`src/rtl/equilibrium_maxxing_uc_if.sv`:
```
// Control/status link between the EquilibriumMaxxing UC (master) and its FD (slave).
interface equilibrium_maxxing_uc_if;
  // FD status toward the UC
  logic calib_done;
  logic prep_done;
  logic ganhou_ponto;
  logic perdeu_ponto;
  // UC controls toward the FD
  logic calib_start;
  logic trava_servo;
  logic start_game;
  logic reset_prep_cnt;
  logic reset_nivel;
  logic reset_nivel_locked;
  logic gerar_nova_jogada;
  logic fade_trigger;
  logic conta_nivel;

  modport master (
    input  calib_done, prep_done, ganhou_ponto, perdeu_ponto,
    output calib_start, trava_servo, start_game, reset_prep_cnt,
           reset_nivel, reset_nivel_locked, gerar_nova_jogada,
           fade_trigger, conta_nivel
  );

  modport slave (
    output calib_done, prep_done, ganhou_ponto, perdeu_ponto,
    input  calib_start, trava_servo, start_game, reset_prep_cnt,
           reset_nivel, reset_nivel_locked, gerar_nova_jogada,
           fade_trigger, conta_nivel
  );
endinterface

```
`src/rtl/equilibrium_maxxing_uc.sv`:
```
// EquilibriumMaxxing control unit: sequences calibration, rounds, scoring and game end.
module equilibrium_maxxing_uc #(
  parameter int unsigned ROUNDS_PER_LEVEL = 8,
  parameter int unsigned MAX_MISSES       = 3,
  parameter int unsigned PLAY_TIMEOUT     = 50_000_000,
  parameter int unsigned TIMEOUT_W        = 26
) (
  input  logic                      clock,
  input  logic                      reset,
  input  logic                      iniciar,
  input  logic                      parar,
  equilibrium_maxxing_uc_if.master  fd,
  output logic                      fim_jogo,
  output logic [3:0]                db_estado
);

  localparam int unsigned RW = (ROUNDS_PER_LEVEL > 1) ? $clog2(ROUNDS_PER_LEVEL) : 1;
  localparam int unsigned MW = (MAX_MISSES > 1) ? $clog2(MAX_MISSES) : 1;

  localparam logic [RW-1:0]        ROUNDS_LAST = RW'(ROUNDS_PER_LEVEL - 1);
  localparam logic [MW-1:0]        MISSES_LAST = MW'(MAX_MISSES - 1);
  localparam logic [TIMEOUT_W-1:0] TMO_LAST    = TIMEOUT_W'(PLAY_TIMEOUT - 1);

  typedef enum logic [3:0] {
    IDLE   = 4'd0,
    INIT   = 4'd1,
    CALIB  = 4'd2,
    SELECT = 4'd3,
    PREP   = 4'd4,
    NOVA   = 4'd5,
    FADE   = 4'd6,
    JOGA   = 4'd7,
    ACERTO = 4'd8,
    ERRO   = 4'd9,
    NIVEL  = 4'd10,
    ESPERA = 4'd11,
    FIM    = 4'd12
  } state_t;

  state_t                state, state_next;
  logic [RW-1:0]         rounds;
  logic [MW-1:0]         misses;
  logic [TIMEOUT_W-1:0]  tmo;
  logic                  abort;

  // parar wins everywhere except IDLE, where iniciar still starts the game
  assign abort = parar && (state != IDLE);

  // State register
  always_ff @(posedge clock or negedge reset) begin
    if (!reset) state <= IDLE;
    else        state <= state_next;
  end

  // Next-state decode; counters are compared before they would be incremented
  always_comb begin
    state_next = state;
    if (abort) begin
      state_next = IDLE;
    end else begin
      case (state)
        IDLE:    if (iniciar) state_next = INIT;
        INIT:    state_next = CALIB;
        CALIB:   if (fd.calib_done) state_next = SELECT;
        SELECT:  state_next = PREP;
        PREP:    if (fd.prep_done) state_next = NOVA;
        NOVA:    state_next = FADE;
        FADE:    state_next = JOGA;
        JOGA: begin
          if (fd.perdeu_ponto)      state_next = ERRO;
          else if (fd.ganhou_ponto) state_next = ACERTO;
          else if (tmo == TMO_LAST) state_next = ERRO;
        end
        ACERTO:  state_next = (rounds == ROUNDS_LAST) ? NIVEL : ESPERA;
        ERRO:    state_next = (misses == MISSES_LAST) ? FIM : ESPERA;
        NIVEL:   state_next = ESPERA;
        ESPERA:  state_next = PREP;
        FIM:     if (iniciar) state_next = INIT;
        default: state_next = IDLE;
      endcase
    end
  end

  // Round, miss and play-window counters
  always_ff @(posedge clock or negedge reset) begin
    if (!reset) begin
      rounds <= '0;
      misses <= '0;
      tmo    <= '0;
    end else if (abort) begin
      rounds <= '0;
      misses <= '0;
      tmo    <= '0;
    end else begin
      case (state)
        INIT: begin
          rounds <= '0;
          misses <= '0;
        end
        NOVA: tmo <= '0;
        JOGA:
          if (!fd.perdeu_ponto && !fd.ganhou_ponto && (tmo != TMO_LAST))
            tmo <= tmo + 1'b1;
        ACERTO:
          if (rounds == ROUNDS_LAST) rounds <= '0;
          else                       rounds <= rounds + 1'b1;
        ERRO:
          if (misses != MISSES_LAST) misses <= misses + 1'b1;
        default: ;
      endcase
    end
  end

  // Moore output decode from the state register
  always_comb begin
    fd.calib_start        = 1'b0;
    fd.trava_servo        = 1'b0;
    fd.start_game         = 1'b0;
    fd.reset_prep_cnt     = 1'b0;
    fd.reset_nivel        = 1'b0;
    fd.reset_nivel_locked = 1'b0;
    fd.gerar_nova_jogada  = 1'b0;
    fd.fade_trigger       = 1'b0;
    fd.conta_nivel        = 1'b0;
    fim_jogo              = 1'b0;
    db_estado             = state;
    case (state)
      IDLE:   fd.trava_servo = 1'b1;
      INIT: begin
        fd.trava_servo        = 1'b1;
        fd.reset_nivel        = 1'b1;
        fd.reset_nivel_locked = 1'b1;
      end
      CALIB:  fd.calib_start = 1'b1;
      SELECT: begin
        fd.start_game     = 1'b1;
        fd.reset_prep_cnt = 1'b1;
      end
      NOVA:   fd.gerar_nova_jogada = 1'b1;
      FADE:   fd.fade_trigger      = 1'b1;
      NIVEL:  fd.conta_nivel       = 1'b1;
      ESPERA: fd.reset_prep_cnt    = 1'b1;
      FIM: begin
        fd.trava_servo = 1'b1;
        fim_jogo       = 1'b1;
      end
      default: ;
    endcase
  end

endmodule
```
`src/flat_wrapper.sv`:
```
// flat-port wrapper written by rule: the top's interface ports become plain ports
module equilibrium_maxxing_uc_flat 
#(
  parameter int unsigned ROUNDS_PER_LEVEL = 8,
  parameter int unsigned MAX_MISSES       = 3,
  parameter int unsigned PLAY_TIMEOUT     = 50_000_000,
  parameter int unsigned TIMEOUT_W        = 26
)
  (clock, reset, iniciar, parar, fim_jogo, db_estado, fd_calib_done, fd_prep_done, fd_ganhou_ponto, fd_perdeu_ponto, fd_calib_start, fd_trava_servo, fd_start_game, fd_reset_prep_cnt, fd_reset_nivel, fd_reset_nivel_locked, fd_gerar_nova_jogada, fd_fade_trigger, fd_conta_nivel);
  equilibrium_maxxing_uc_if fd_i ();
  input  logic clock;
  input  logic reset;
  input  logic iniciar;
  input  logic parar;
  output logic fim_jogo;
  output logic [3:0] db_estado;
  input wire logic [$bits(fd_i.calib_done)-1:0] fd_calib_done;
  input wire logic [$bits(fd_i.prep_done)-1:0] fd_prep_done;
  input wire logic [$bits(fd_i.ganhou_ponto)-1:0] fd_ganhou_ponto;
  input wire logic [$bits(fd_i.perdeu_ponto)-1:0] fd_perdeu_ponto;
  output wire logic [$bits(fd_i.calib_start)-1:0] fd_calib_start;
  output wire logic [$bits(fd_i.trava_servo)-1:0] fd_trava_servo;
  output wire logic [$bits(fd_i.start_game)-1:0] fd_start_game;
  output wire logic [$bits(fd_i.reset_prep_cnt)-1:0] fd_reset_prep_cnt;
  output wire logic [$bits(fd_i.reset_nivel)-1:0] fd_reset_nivel;
  output wire logic [$bits(fd_i.reset_nivel_locked)-1:0] fd_reset_nivel_locked;
  output wire logic [$bits(fd_i.gerar_nova_jogada)-1:0] fd_gerar_nova_jogada;
  output wire logic [$bits(fd_i.fade_trigger)-1:0] fd_fade_trigger;
  output wire logic [$bits(fd_i.conta_nivel)-1:0] fd_conta_nivel;
  assign fd_i.calib_done = fd_calib_done;
  assign fd_i.prep_done = fd_prep_done;
  assign fd_i.ganhou_ponto = fd_ganhou_ponto;
  assign fd_i.perdeu_ponto = fd_perdeu_ponto;
  assign fd_calib_start = fd_i.calib_start;
  assign fd_trava_servo = fd_i.trava_servo;
  assign fd_start_game = fd_i.start_game;
  assign fd_reset_prep_cnt = fd_i.reset_prep_cnt;
  assign fd_reset_nivel = fd_i.reset_nivel;
  assign fd_reset_nivel_locked = fd_i.reset_nivel_locked;
  assign fd_gerar_nova_jogada = fd_i.gerar_nova_jogada;
  assign fd_fade_trigger = fd_i.fade_trigger;
  assign fd_conta_nivel = fd_i.conta_nivel;
  equilibrium_maxxing_uc #(.ROUNDS_PER_LEVEL(ROUNDS_PER_LEVEL), .MAX_MISSES(MAX_MISSES), .PLAY_TIMEOUT(PLAY_TIMEOUT), .TIMEOUT_W(TIMEOUT_W)) u_core (.clock(clock), .reset(reset), .iniciar(iniciar), .parar(parar), .fd(fd_i), .fim_jogo(fim_jogo), .db_estado(db_estado));
endmodule
```
`config.mk`:
```
export PLATFORM = sky130hd
export DESIGN_NAME = equilibrium_maxxing_uc_flat
export DESIGN_NICKNAME = d
export VERILOG_FILES = /design/src/rtl/equilibrium_maxxing_uc_if.sv /design/src/rtl/equilibrium_maxxing_uc.sv /design/src/flat_wrapper.sv
export SDC_FILE = /design/constraint.sdc
export NUM_CORES = 1
export LEC_CHECK = 0
export ABC_AREA = 1
export ABC_CLOCK_PERIOD_IN_PS = 1600
export BUFFER_PORTS_ARGS = -buffer_cell sky130_fd_sc_hd__buf_4
export CAP_MARGIN = 20
export CORE_MARGIN = 2
export CORE_UTILIZATION = 54
export CTS_CLUSTER_DIAMETER = 40
export DETAILED_ROUTE_END_ITERATION = 10
export GPL_TIMING_DRIVEN = 1
export PLACE_DENSITY = 0.8
export SKIP_LAST_GASP = 1
export SLEW_MARGIN = 25
export SYNTH_ARGS = -nofsm -noshare
export SYNTH_HDL_FRONTEND = slang
export SYNTH_SLANG_ARGS = --single-unit
```
`constraint.sdc`:
```
create_clock -name clock -period 1.6 [get_ports clock]
set_input_delay 0.24 -clock clock [delete_from_list [all_inputs] [get_ports clock]]
set_output_delay 0.24 -clock clock [all_outputs]
set_load 0.01 [all_outputs]
```
==> flow_summary.json <==
{
  "tritoncts": "yes",
  "worst-path-buf-inv": 1,
  "worst_skew_pair.late_latency_ns": 0.30,
  "power.internal_mw": 2.189,
  "cts-root-buf": "clkbuf_8",
  "initial_core_util": 0.5565,
  "chipHeight_um": 73.54,
  "crit_end": "u_core.db_estado[2]$_DFFE_PN0P_",
  "power_mw": 4.098,
  "max-slew-margin-rel": 0.6939,
  "drc": 0,
  "grt_util_met1": 0.4170,
  "pin_count": 22,
  "crit_start": "u_core.db_estado[1]$_DFFE_PN0P_",
  "violations": "setup timing",
  "use_met2": 0.4226,
  "yosys.area.top_type": "dfrtp_1",
  "timing.final.crit_period_ns": 1.689,
  "ys_types": 35,
  "reg2reg_from": "u_core.db_estado[1]$_DFFE_PN0P_",
  "numPortBuffers": 21,
  "rsz0062_at_grt": "true",
  "reg2reg_depth": 9,
  "met3_usage": 0.05761,
  "vias": 3086,
  "drive_gt1_frac": 0.3523,
  "ant_nets": 0,
  "fmax_ghz": 0.5922,
  "post-route-period-util": 1.055,
  "critical_path_arrival_ns": 1.91,
  "netlist_instances": 395,
  "hold_viol": 0,
  "final_util": 0.7555,
  "ir_drop_v": 0.001164,
  "clk_pin_slew_ns": 0.07,
  "r2r-end": "u_core.db_estado[2]$_DFFE_PN0P_",
  "powerDensity_nw_per_um2": 1156,
  "slowest_delay_ns": 0.43,
  "core-area_um2": 4692,
  "combPwrFrac": 0.575,
  "p_clk_frac": 0.179,
  "setup_viol": 16,
  "ctsLongestPathBuffers": 2,
  "grt_max_degree": 36,
  "routed_via_density": 5.845,
  "yosys-top-cells-area": "dfrtp_1 34%, nand2_1 19%, nor2_1 10%",
  "avgSynthCellArea_um2": 6.611,
  "crit_path_start_kind": "flip-flop",
  "required_ns": 1.82,
  "cts_buffers": 5,
  "syn_nets": 407,
  "antenna_found_initial": 0,
  "cp_num_cells": 9,
  "ys.flop_type": "dfrtp_1",
  "hp-start": "fd_perdeu_ponto",
  "worstMarginPinSlew_ns": 0.4591,
  "gp_congestion": 0.9676,
  "maxSlewViolCount": 0,
  "grt_usage": 0.2819,
  "switching_power_mw": 1.909,
  "seqPwrFrac": 0.246,
  "pre_cts_ws_ns": -0.01008,
  "clkSinkCount": 35,
  "ys_warn_count": 0,
  "status": "finished, violations left",
  "area.growth.synth_to_final_pct": 35.75,
  "nFillCells": 313,
  "synthesis.area_um2": 2611,
  "yosysSeqAreaShare": 0.3354,
  "cpMaxStageDelayCell": "dfrtp_1",
  "synth_seq_cells": 35,
  "crit_family": "simple AND/OR/NAND/NOR gates",
  "fp-row-count": 25,
  "final_nets": 485,
  "finalWorstSetupSlack_ns": -0.08873,
  "cp-end-kind": "flip-flop",
  "hpwl_um": 5061,
  "cp_cell_sequence": "inv_2 -> nand2_2 -> nor2_2 -> nand2_1 -> nor2_1 -> nor3_1 -> nor2_1 -> nand2_1 -> o21ai_1",
  "synth_top_area_share": 0.3354,
  "dieArea_um2": 5408,
  "num_antenna_cells": 0,
  "ys_async_sr_fraction": 1.000,
  "hp-class": "in2reg",
  "synth_edf_count": 0,
  "finClkSkew_ns": 0.01014,
  "r2r_setup_slack_ns": -0.09,
  "crit_type": "reg2reg",
  "switching_share": 0.4659,
  "whs_ns": 0.3694,
  "wirelength_um": 8673,
  "cp_max_fo": 3,
  "grt_pass1_wl_um": 11680,
  "grt_overflow": 0,
  "p_leak_nw": 1.595,
  "dr.pass1.iters": 9,
  "drt_iter0_drc": 454,
  "wl_per_cell_um": 16.43,
  "die_x_um": 73.54,
  "grt_most_used_layer": "met2",
  "maxCapViolCount": 0,
  "grt_pass1_vias": 2528,
  "cts_max_level": 2
}
==> worst min path at each step <==
stage,to,slack [ns],depth (start not counted)
after global routing,u_core.tmo[1]$_DFFE_PN0P_,0.40,4
after global placement,u_core.rounds[2]$_DFFE_PN0P_,0.22,1
after CTS,u_core.db_estado[0]$_DFFE_PN0P_,0.36,4
after floorplan,u_core.db_estado[0]$_DFFE_PN0P_,-0.06,0
after detailed placement,u_core.db_estado[2]$_DFFE_PN0P_,0.23,1
final,u_core.tmo[1]$_DFFE_PN0P_,0.37,4
==> power groups by stage <==
stage / Clock, mW / Combinational (mW) / Sequential [mW]
finish: 0.733 / 2.36 / 1.01
global route: 0.777 / 2.46 / 1.01
CTS: 0.737 / 1.80 / 0.998
detailed placement: 0 / 1.65 / 1.01
global placement: 0 / 1.62 / 1.01
floorplan: 0 / 1.16 / 1.04
==> cells in the mapped netlist, types with 2 or more instances <==
| cell | count |
|---|---|
| nand2_1 | 129 |
| nor2_1 | 73 |
| dfrtp_1 | 35 |
| nand3_1 | 34 |
| inv_1 | 33 |
| nand4_1 | 12 |
| o21ai_0 | 12 |
| xor2_1 | 6 |
| a21oi_1 | 5 |
| nor2_2 | 5 |
| buf_6 | 4 |
| ha_1 | 4 |
| inv_2 | 4 |
| nor2_4 | 4 |
| nor3_1 | 4 |
| o21ai_2 | 4 |
| a21oi_2 | 3 |
| buf_2 | 2 |
| nand2_2 | 2 |
| nand2_4 | 2 |
| o21ai_1 | 2 |
| o21bai_1 | 2 |
| xnor2_1 | 2 |
==> area by class of cell <==
class | instances | area [um2] | area share
Inverter | 39 | 165.2 | 0.04659
Sequential cell | 35 | 887.1 | 0.2503
Timing Repair Buffer | 77 | 626.9 | 0.1768
Timing Repair inverter | 1 | 11.26 | 0.003177
Clock buffer | 8 | 100.1 | 0.02824
Tap cell | 54 | 67.56 | 0.01906
Multi-Input combinational cell | 314 | 1687 | 0.4758
==> through the flow <==
stage / TNS (ns) / instances / instance area, um2
floorplan: 0 / 395 / 2625
global placement: 0 / 501 / 3069
detailed placement: -0.02030 / 501 / 3069
CTS: -0.04343 / 512 / 3227
global route: -1.688 / 528 / 3545
finish: -0.3648 / 528 / 3545
==> flip-flops by register name, summed over array words and instances (netlist names) <==
signal	count
u_core.tmo	26
u_core.db_estado	4
u_core.rounds	3
u_core.misses	2
==> cells by family after synthesis <==
logic type | after synthesis | share of synthesized area
compound gates | 31 | 0.07379
xor+xnor | 8 | 0.02683
buf+inv | 48 | 0.09008
flops | 35 | 0.3354
simple gates | 269 | 0.4547
fa+ha+maj | 4 | 0.01917
==> per-layer routing <==
metal | vias to the layer above | part of all wire
li1 | 1412 | -
met1 | 1387 | 0.39
met2 | 232 | 0.45
met3 | 55 | 0.12
met4 | 0 | 0.043
met5 | - | 0
==> cell usage in the layout, fill, tap and decap left out, types with 3 or more instances in the layout <==
cell and instances:
nor2_4 10, clkbuf_8 7, buf_4 66, xor2_1 6
nor3_1 4, o21ai_0 8, o21ai_1 6, ha_1 3
dfrtp_1 26, nand2_2 10, nand2_1 119, nand4_1 12
inv_1 23, a21oi_1 5, buf_6 9, o21ai_2 4
nor2_2 18, nand2_4 5, nor2_1 54, a21oi_2 3
nand3_1 31, dfrtp_2 9, inv_2 13
==> worst reg2reg max path: stages, from the launching register on <==
cell and delay (ns):
dfrtp_1 0.43, inv_2 0.14, nand2_2 0.14, nor2_2 0.19
nand2_1 0.11, nor2_1 0.24, nor3_1 0.11, nor2_1 0.10
nand2_1 0.06, o21ai_1 0.09
==> what timing repair did <==
action                                  in CTS  in global routing
pin swaps                                    1                 20
buffers inserted                             1                 14
cloned                                       1                  2
hold buffers                                 1                  0
resized for setup                           11                 67
endpoints found under the setup margin      14                 39
hold endpoints to repair                    35                  0
Note: power is estimated with default switching activity, not from simulation.
